`src/rtl/lfsr_pkg.sv`:
```
// lfsr_pkg
// Shared definitions for the LFSR run controller: datapath widths, the
// period-measure timeout, FSM state encoding, run-mode encoding and the
// 4-bit LFSR step function (taps on bits 1 and 0, maximal period 15).
package lfsr_pkg;

  localparam int LFSR_W = 4;
  localparam int CNT_W  = 8;

  // Shift count at which a period measurement gives up.
  localparam logic [CNT_W-1:0] TIMEOUT = CNT_W'(255);

  typedef enum logic [1:0] {
    IDLE = 2'd0,
    LOAD = 2'd1,
    RUN  = 2'd2,
    DONE = 2'd3
  } fsm_t;

  typedef enum logic [1:0] {
    MODE_STEP    = 2'b00,
    MODE_PERIOD  = 2'b01,
    MODE_FREE    = 2'b10,
    MODE_ILLEGAL = 2'b11
  } mode_t;

  // Right shift with the feedback bit (bit1 ^ bit0) entering at the MSB.
  function automatic logic [LFSR_W-1:0] lfsr_next(input logic [LFSR_W-1:0] s);
    return {s[1] ^ s[0], s[LFSR_W-1:1]};
  endfunction

endpackage

```
`src/rtl/lfsr_core.sv`:
```
// lfsr_core
// 4-bit Fibonacci-style shift register.
// Ports:
//   clk   - system clock, rising edge
//   rst   - synchronous reset, active low; clears the register
//   load  - parallel load of seed (takes priority over en)
//   en    - advance one LFSR step
//   seed  - value loaded when load is high
//   state - current register contents
module lfsr_core
  import lfsr_pkg::*;
(
  input  logic              clk,
  input  logic              rst,
  input  logic              load,
  input  logic              en,
  input  logic [LFSR_W-1:0] seed,
  output logic [LFSR_W-1:0] state
);

  always_ff @(posedge clk) begin
    if (!rst) begin
      state <= '0;
    end else if (load) begin
      state <= seed;
    end else if (en) begin
      state <= lfsr_next(state);
    end
  end

endmodule

```
`src/rtl/lfsr_ctrl.sv`:
```
// lfsr_ctrl
// Run controller around lfsr_core. A run is requested with start in IDLE and
// executes in one of three modes: step-N (shift nsteps times), period-measure
// (shift until the register returns to its seed) or free-run (shift until
// stop). Bad requests (zero seed or illegal mode) are rejected with err.
// Ports:
//   clk    - system clock, rising edge
//   rst    - synchronous reset, active low
//   start  - run request, sampled only in IDLE
//   mode   - 00 step-N, 01 period-measure, 10 free-run, 11 illegal
//   seed   - initial LFSR value (must be non-zero)
//   nsteps - shift count for step-N
//   stop   - abort / finish a run while in RUN
//   state  - current LFSR contents
//   count  - shifts performed in the current or last run
//   busy   - high in LOAD and RUN
//   done   - one-cycle pulse at run end
//   err    - one-cycle pulse on rejected start or period timeout
module lfsr_ctrl
  import lfsr_pkg::*;
(
  input  logic              clk,
  input  logic              rst,
  input  logic              start,
  input  logic [1:0]        mode,
  input  logic [LFSR_W-1:0] seed,
  input  logic [CNT_W-1:0]  nsteps,
  input  logic              stop,
  output logic [LFSR_W-1:0] state,
  output logic [CNT_W-1:0]  count,
  output logic              busy,
  output logic              done,
  output logic              err
);

  fsm_t              fsm;
  mode_t             mode_l;
  logic [LFSR_W-1:0] seed_l;
  logic [CNT_W-1:0]  nsteps_l;

  logic [CNT_W-1:0]  cnt_inc;
  logic              term;
  logic              timeout;
  logic              core_load;
  logic              core_en;

  lfsr_core u_core (
    .clk   (clk),
    .rst   (rst),
    .load  (core_load),
    .en    (core_en),
    .seed  (seed_l),
    .state (state)
  );

  // Terminal-condition decode for the current RUN cycle. A terminal shift is
  // always performed, even if stop arrives in the same cycle.
  always_comb begin
    cnt_inc = count + CNT_W'(1);
    term    = 1'b0;
    timeout = 1'b0;
    if (fsm == RUN) begin
      case (mode_l)
        MODE_STEP:   term = (cnt_inc == nsteps_l);
        MODE_PERIOD: begin
          if (lfsr_next(state) == seed_l) begin
            term = 1'b1;
          end else if (cnt_inc == TIMEOUT) begin
            term    = 1'b1;
            timeout = 1'b1;
          end
        end
        default: ;
      endcase
    end
    core_load = (fsm == LOAD);
    core_en   = (fsm == RUN) && (term || !stop);
  end

  always_ff @(posedge clk) begin
    if (!rst) begin
      fsm      <= IDLE;
      count    <= '0;
      busy     <= 1'b0;
      done     <= 1'b0;
      err      <= 1'b0;
      mode_l   <= MODE_STEP;
      seed_l   <= '0;
      nsteps_l <= '0;
    end else begin
      done <= 1'b0;
      err  <= 1'b0;
      case (fsm)
        IDLE: begin
          if (start) begin
            if ((seed != '0) && (mode != MODE_ILLEGAL)) begin
              mode_l   <= mode_t'(mode);
              seed_l   <= seed;
              nsteps_l <= nsteps;
              busy     <= 1'b1;
              fsm      <= LOAD;
            end else begin
              err <= 1'b1;
            end
          end
        end
        LOAD: begin
          count <= '0;
          if ((mode_l == MODE_STEP) && (nsteps_l == '0)) begin
            busy <= 1'b0;
            done <= 1'b1;
            fsm  <= DONE;
          end else begin
            fsm <= RUN;
          end
        end
        RUN: begin
          if (term) begin
            count <= cnt_inc;
            busy  <= 1'b0;
            done  <= 1'b1;
            err   <= timeout;
            fsm   <= DONE;
          end else if (stop) begin
            busy <= 1'b0;
            done <= 1'b1;
            fsm  <= DONE;
          end else if (count != '1) begin
            // Saturate in free-run; the register itself keeps shifting.
            count <= cnt_inc;
          end
        end
        DONE: begin
          fsm <= IDLE;
        end
        default: begin
          fsm <= IDLE;
        end
      endcase
    end
  end

endmodule

```
`config.mk`:
```
export PLATFORM = sky130hd
export DESIGN_NAME = lfsr_ctrl
export DESIGN_NICKNAME = d
export VERILOG_FILES = /design/src/rtl/lfsr_pkg.sv /design/src/rtl/lfsr_core.sv /design/src/rtl/lfsr_ctrl.sv
export SDC_FILE = /design/constraint.sdc
export NUM_CORES = 1
export LEC_CHECK = 0
export ABC_AREA = 1
export CORE_MARGIN = 1.5
export CORE_UTILIZATION = 57
export DETAILED_ROUTE_END_ITERATION = 12
export PLACE_DENSITY = 0.86
export SLEW_MARGIN = 15
export SYNTH_ARGS = -nofsm -noshare
export SYNTH_HDL_FRONTEND = slang
export SYNTH_SLANG_ARGS = --single-unit
```
`constraint.sdc`:
```
create_clock -name clk -period 3.8 [get_ports clk]
set_input_delay 1.14 -clock clk [delete_from_list [all_inputs] [get_ports clk]]
set_output_delay 1.14 -clock clk [all_outputs]
set_load 0.02 [all_outputs]
```
-- Word level (Yosys, flattened, before mapping)
Cells that the tools add are included.
- add/subtract/negate cells: 1
- eq/ne operators: 15
- mux-type cells: 32
- bitwise operators: 1
- reduce and logical (&&, ||, !) cells: 16
- operator list (cell ; count):
    8-bit 2-to-1 mux ; 3
    1-bit 2-to-1 mux ; 17
    8-bit one-hot mux with 2 select lines ; 1
    3-bit AND reduction ; 3
    8-bit by 1-bit adder with 8-bit output (second input constant) ; 1
    8-bit equality test ; 1
    8-bit equality test (second input constant) ; 1
    8-bit logical NOT ; 1
    2-bit 2-to-1 mux ; 4
    4-bit 2-to-1 mux ; 2
    8-bit inequality test (second input constant) ; 1
    2-bit one-hot mux with 4 select lines ; 1
    2-bit inequality test (second input constant) ; 3
    3-bit inequality test (second input constant) ; 2
    1-bit one-hot mux with 2 select lines ; 3
    5-bit AND reduction ; 1
    2-bit by 1-bit equality test with 1-bit output (second input constant) ; 2
    2-bit equality test (second input constant) ; 2
    4-bit equality test ; 1
    2-bit logical NOT ; 2
    2-bit nonzero test ; 2
    4-bit nonzero test ; 1
    1-bit logical AND ; 3
    3-bit by 2-bit inequality test with 1-bit output (second input constant) ; 1
    6 further kinds ; 6
- register bits after elaboration: 31
- input port bits: 18
- output and inout bits: 15
- word-level logic and storage cells: 74

-- Longest topological paths before layout
Gate-level depths: netlist (run 1).
- depth after elaboration: 10
- depth in mapped cells: 16

-- Modules after synthesis
Synthesis (run 1) repeated with hierarchy kept, for this count alone.
- cell total of the unflattened synthesis: 293
- area total of the unflattened synthesis: 1909.3 um^2
- modules (own cells, without submodules) (module ; times used ; cells each ; area an instance (um^2)):
    lfsr_ctrl ; 1 ; 257 ; 1695.4
    lfsr_core ; 1 ; 36 ; 214.0

-- Worst setup path before layout (run 1)
No wires, ideal clock.
- path type: in2reg
- start: in seed[0]
- end: reg mode_l[0]
- setup time: 0.070 ns
- arrival time: 2.102 ns
- required time: 3.730 ns
- slack: 1.628 ns
- stages on the path: 6
- buffers on the path: 1
- cells stage by stage: nor4_1 a21oi_1 nand3_1 clkbuf_1 o21ai_0 a21oi_1
- cells in the longest elaborated chain, start to end: 3
- ends and longest elaborated chain (element ; RTL line ; source):
    from (decl) ; lfsr_ctrl.sv:26 ; input logic [LFSR_W-1:0] seed,
    4-bit nonzero test ; lfsr_ctrl.sv:96 ; if ((seed != '0) && (mode != MODE_ILLEGAL)) begin
    1-bit logical AND ; lfsr_ctrl.sv:96 ;
    3-bit AND reduction (no source line) ; - ;
    to (signal assigned) ; lfsr_ctrl.sv:97 ; mode_l <= mode_t'(mode);
    to (decl) ; lfsr_ctrl.sv:37 ; mode_t mode_l;
No other way between the ends.
A chain may end at the register's enable or synchronous reset.

-- Final worst setup path (run 1)
- start: in seed[2]
- end: reg mode_l[0]
Same word-level chain as after synthesis.

==> summary.md, run 1 <==
| Metric | Value |
|---|---|
| Pre-CTS setup slack | `0.733 ns` |
| Final worst-path cycle share | `0.719` |
| H-tree depth | `2` |
| Nets@finish | `345` |
| Syn_nets | `about 320` |
| Clock latency on the worst-skew pair | `0.34 ns` |
| Crit Path Category | `input pin to register` |
| Max Buffers Root-to-Sink | `2` |
| RSZ-0062 raised after global routing | `false` |
| MaxCap Viol Count | `0` |
| Vias in the first global route | `1504` |
| Area leader, netlist | `dfxtp_1` |
| Worst-path clk slew | `~0.1 ns` |
| Largest family of logic cells by synthesized area | `simple AND/OR/NAND/NOR gates` |
| TritonCTS Buffers | `5` |
| Top Ports | `33` |
| Top-area cell type share of the netlist area | `0.326` |
| Ranking of synthesized cells by area | `dfxtp_1, nand2_1, nand3_1` |
| IO buf count | `32` |
| Worst-margin pin slew | `approximately 0.9 ns` |
| Routed vias | `1861` |
| Ys Warns | `0` |
| Total GRT Usage | `0.236` |
| Yosys cell types | `25` |
| Endpoints failing setup | `0` |
| Cts hold-fix bufs | `0` |
| CP Max Fanout | `28` |
| Max Freq | `0.366 GHz` |
| Crit. End Element | `register` |
| DR WL/cell | `10.9 um` |
| Worst Path Required | `3.99 ns` |
| Arr. time, crit path | `between 2 and 3 ns` |
| Vias per std cell | `between 5 and 6` |
| VDD IR max | `0.356 mV` |
| Total gr overflow | `0` |
| Core area | `3100 um^2` |
| Pwr dens | `approximately 680 nW/um^2` |
| CTS root buffer | `clkbuf_4` |
| Initial DRC count | `121` |
| Worst hold path class | `register to register` |
| # clock sinks | `31` |
| Synth Area in XOR/XNOR | `0.0276` |
| Avg Inst Size Synth | `around 6.5 um^2` |
| Mux contribution to synthesized area | `0` |
| Final ANT Viol Nets | `0` |
| Layout Skew | `about 0.013 ns` |
| Min cycle time layout | `2.73 ns` |
| Cts repair resizes | `0` |
| GP Congestion | `approximately 0.9` |
| Crit start category | `input pin` |
| Number of core rows | `20` |
| Drt first pass iters | `4` |
| Worst slew margin | `0.403` |
| Status | `finished, final reports clean` |
| First-pass GRT wire length | `6.49 mm` |
| Final setup margin | `1.07 ns` |
| Final HPWL from detailed placement | `between 3 and 4 mm` |
| Initial core utilization | `0.613` |
| Post-synthesis compound-gate area fraction | `0.155` |
| Yosys reg bits | `31` |
| Synthesized cell area | `1900 um^2` |
| Final hold viol count | `0` |
| Residual DRC count | `0` |
| Die area | `3690 um^2` |
| TritonCTS clock tree | `built` |
| Mapped Cells | `between 200 and 300` |
| Seq/Total Area, Yosys | `0.326` |
| Share of cells above drive strength 1 | `0.0652` |
| Largest net degree at the start of global routing | `30` |
| Setup Total Neg Slack | `0 ns` |
| Adder-cell share of the synthesized area | `0.0395` |
| Diodes inserted | `0` |
| Simple-gate portion of the synthesized area | `0.361` |
| Die width | `between 60 and 70 um` |
| Area growth from synthesis to layout | `20.0%` |
| P_leak | `approximately 0.00096 uW` |
| Slew Limit Fails | `0` |
| Number of post-CTS setup repair buffers | `0` |
| Wirelength, routed | `3.97 mm` |
| Chip height | `60.8 um` |
| Antenna violations before repair | `0` |
-- final cells by class --
class,instances,area [um^2]
Clock buffer,7,45.0
Clock inverter,1,5.00
Fill cell,284,821
Inverter,34,128
Multi-Input combinational cell,217,1110
Sequential cell,31,621
Tap cell,44,55.1
Timing Repair Buffer,32,320
-- Yosys cell counts --
library cell and n:
xnor2_1 3, nor3_1 1, o2111ai_4 1, nand2_1 63, ha_1 6, or2_2 1
nand4_1 4, dfxtp_1 31, a21oi_1 27, nand3_2 2, xor2_1 3, clkbuf_1 8
nor2_1 34, o21ai_1 1, nand2_2 6, nor2_4 3, buf_1 1, o21bai_1 1
nand3_1 35, o21ai_0 22, nor4_1 2, inv_1 34, buf_6 1, o21bai_2 1
nor2_2 1
-- sequential cells by signal, summed over array words and instances (netlist names) --
register and cells:
count 8, nsteps_l 8, seed_l 4, u_core.state 4, fsm 2, mode_l 2, busy 1, done 1
err 1
-- kinds of logic (layout without fill, tap and decap cells) --
| group | Yosys count | count (layout) |
|---|---|---|
| and+or+nand+nor | 152 | 152 |
| buffers and inverters | 44 | 74 |
| xor gates and xnor gates | 6 | 6 |
| AOI/OAI and AO/OA | 53 | 53 |
| adders and majority gates | 6 | 6 |
| DFF | 31 | 31 |
-- path summary, 6_finish.rpt --
kind / start / endpoint / slack [ns] / cells past startpoint
max reg2reg: count[0]$_SDFFE_PN0P_ / u_core.state[0]$_SDFFE_PN0P_ / 1.60 / 13
min reg2reg: nsteps_l[1]$_SDFFE_PN0P_ / nsteps_l[1]$_SDFFE_PN0P_ / 0.49 / 2
max: seed[2] / mode_l[0]$_SDFFE_PN0P_ / 1.07 / 6
min: nsteps_l[1]$_SDFFE_PN0P_ / nsteps_l[1]$_SDFFE_PN0P_ / 0.49 / 2
-- worst max-delay path, stage by stage --
cell and delay, ns:
clkdlybuf4s50_1 0.48, nor4_1 0.05, a21oi_1 0.17, nand3_1 0.58, o21ai_0 0.42, a21oi_1 0.07
-- report_power, final --
group / internal [uW] / total [uW] / leakage (uW) / switching, uW
Combinational: 346 / 850 / 0.000675 / 504
Sequential: 419 / 513 / 0.000255 / 93.9
Clock: 71.9 / 181 / 0.0000293 / 110
-- per-stage QoR --
step | util | instances | area [um^2] | total power [uW] | hold slack (ns)
after floorplan | - | 292 | 1900 | 1150 | 0.450
after global placement | 0.719 | 358 | 2230 | 1340 | 0.476
after detailed placement | 0.719 | 358 | 2230 | 1360 | 0.476
after CTS | 0.735 | 366 | 2280 | 1540 | 0.491
after global routing | 0.735 | 366 | 2280 | 1690 | 0.508
final | 0.735 | 366 | 2280 | 1540 | 0.487
-- per-layer routing --
layer	track usage	wire [um]
met1	0.337	2000
met2	0.346	1650
met3	0.0640	278
met4	0.0745	48
met5	0	0
-- cell usage in the layout, fill, tap and decap left out, types with 3 or more instances in the layout --
cell	instances
nand3_1	35
nor2_1	34
dfxtp_1	31
xnor2_1	3
nand2_1	63
nand4_1	4
a21oi_1	27
xor2_1	3
nand2_2	6
o21ai_0	22
clkdlybuf4s50_1	32
ha_1	6
nor2_4	3
inv_1	34
clkbuf_4	5
(Power assumes the default switching activity.)
==> run 2, diff against run 1 <==
--- a/config.mk
+++ b/config.mk
@@ -7,9 +7,9 @@
 export LEC_CHECK = 0
 export ABC_AREA = 1
 export CORE_MARGIN = 1.5
-export CORE_UTILIZATION = 57
+export CORE_UTILIZATION = 47
 export DETAILED_ROUTE_END_ITERATION = 12
-export PLACE_DENSITY = 0.86
+export PLACE_DENSITY = 0.76
 export SLEW_MARGIN = 15
 export SYNTH_ARGS = -nofsm -noshare
 export SYNTH_HDL_FRONTEND = slang
==> constraint.sdc (replaced) <==
create_clock -name clk -period 2.3 [get_ports clk]
set_input_delay 0.69 -clock clk [delete_from_list [all_inputs] [get_ports clk]]
set_output_delay 0.69 -clock clk [all_outputs]
set_load 0.02 [all_outputs]
==> run 2 against run 1 <==
Compared with the run above: non-clock buffer count is 5 higher; largest cell class unchanged; hold slack worse by 0.0023 ns; largest power group unchanged; via count is 0.86% higher; core utilization is 9.7 points lower; register-to-register slack worse by 1.4 ns; worst setup slack worse by 0.87 ns; clock power grew to 3.1 times the previous value; clock skew is 0.0055 ns lower; sequential share of layout area is 1.4 points lower; total power is 85% higher; combinational power is 72% higher; highest routed layer unchanged; sequential power is 65% higher; critical path type is now register to output pin.
==> summary.md, run 2 (synthesis results as in run 1) <==
| Metric | Value |
|---|---|
| Status | `finished, final reports clean` |
| Total gr overflow | `0` |
| Min cycle time layout | `about 2.1 ns` |
| Die area | `4440 um^2` |
| Vias in the first global route | `about 1600` |
| Initial DRC count | `156` |
| Final hold viol count | `0` |
| Drt first pass iters | `4` |
| Finished Cell Area | `2410 um^2` |
| Arr. time, crit path | `1.41 ns` |
| Area growth from synthesis to layout | `26.6%` |
| Final ANT Viol Nets | `0` |
| Hold WS | `between 0.4 and 0.5 ns` |
| Final worst-path cycle share | `0.913` |
| Pwr dens | `1190 nW/um^2` |
| Crit path cell chain | `clkdlybuf4s50_1` |
| Vias per std cell | `5.01` |
| Chip height | `between 60 and 70 um` |
| Nets@finish | `350` |
| Routed vias | `around 1900` |
| TritonCTS clock tree | `built` |
| Endpoints failing setup | `0` |
| Final HPWL from detailed placement | `3.05 mm` |
| GP Congestion | `about 0.9` |
| Residual DRC count | `0` |
| Slew Limit Fails | `0` |
| Largest net degree at the start of global routing | `30` |
| Most frequent cells in the layout | `nand2_1, nand3_1, inv_1, nor2_1, clkdlybuf4s50_1` |
| Worst-margin pin slew | `0.546 ns` |
| Initial core utilization | `0.504` |
| Most common cell after layout, fill and taps aside | `nand2_1` |
| CP max stage cell | `clkdlybuf4s50_1` |
| Clock latency on the worst-skew pair | `0.29 ns` |
| Worst slew margin | `0.636` |
| Wirelength, routed | `slightly above 4 mm` |
| Max Freq | `0.476 GHz` |
| Crit Path Category | `register to output pin` |
| Layout Skew | `0.00748 ns` |
| Core area | `3770 um^2` |
| Crit. End Element | `output pin` |
| Number of post-CTS setup repair buffers | `0` |
| Filler-free cell count of the finished design | `375` |
| Top Ports | `33` |
| Largest regs | `count (8), nsteps_l (8)` |
| Crit start category | `register` |
| Antenna violations before repair | `0` |
| P_leak | `0.00102 uW` |
| RSZ-0062 raised after global routing | `false` |
| Worst path max stage delay | `0.66 ns` |
| # clock sinks | `31` |
| CTS root buffer | `clkbuf_8` |
| DR WL/cell | `10.9 um` |
| CP bufs+invs | `1` |
| Share of cells above drive strength 1 | `0.0917` |
| IO buf count | `32` |
| MaxCap Viol Count | `0` |
| Worst hold path class | `register to register` |
| Diodes inserted | `0` |
| Number of core rows | `22` |
| TritonCTS Buffers | `5` |
| Inst Count DP | `between 300 and 400` |
| Die width | `approximately 67 um` |
| Post-place instance area | `2290 um^2` |
| Setup Total Neg Slack | `0 ns` |
| Worst Path Required | `roughly 1.6 ns` |
| Max Buffers Root-to-Sink | `2` |
| CP Max Fanout | `6` |
| H-tree depth | `2` |
| VDD IR max | `between 0.5 and 0.6 mV` |
| Total GRT Usage | `0.213` |
| Fill cells | `about 340` |
| Worst-path clk slew | `0.06 ns` |
| First-pass GRT wire length | `about 7.1 mm` |
| Family with the most delay on the worst path | `buffers and inverters` |
run 2: per-layer routing:
| metal | GRT usage | share of wire |
|---|---|---|
| met1 | 0.302 | 0.53 |
| met5 | 0 | 0 |
| met2 | 0.300 | 0.40 |
| met3 | 0.0608 | 0.052 |
| met4 | 0.0867 | 0.020 |
run 2: final timing paths:
check	from	endpoint	slack (ns)	cells after the start
max	count[3]$_SDFFE_PN0P_	count[3]	0.20	1
max reg2reg	count[0]$_SDFFE_PN0P_	u_core.state[2]$_SDFFE_PN0P_	0.23	14
min reg2reg	nsteps_l[1]$_SDFFE_PN0P_	nsteps_l[1]$_SDFFE_PN0P_	0.48	2
min	nsteps_l[1]$_SDFFE_PN0P_	nsteps_l[1]$_SDFFE_PN0P_	0.48	2
run 2: per-stage QoR:
stage	utilization	power [uW]	setup WS (ns)
after floorplan	-	1900	0.262
after global placement	0.607	2290	0.162
after detailed placement	0.607	2300	0.118
after CTS	0.638	2860	0.119
after global routing	0.639	3120	0.0118
final	0.639	2860	0.201
run 2: repair_timing:
item,in CTS,in global routing
endpoints found under the hold margin,0,0
hold buffers,0,0
endpoints found under the setup margin,0,13
resized for setup,0,2
run 2: area by class of cell:
class                   count  area [um^2]  share of cell area
multi-input cells         217         1110               0.461
flip-flops and latches     31          622               0.258
repair buffers             37          370               0.154
inverters                  34          128              0.0530
clock buffers               6         82.6              0.0343
well taps                  48         60.1              0.0249
clock inverters             2         35.0              0.0145
run 2: power breakdown:
part	leakage (uW)	internal [uW]	switching (uW)
sequential	0.000256	694	149
combinational	0.000705	614	849
clock	0.0000612	350	207
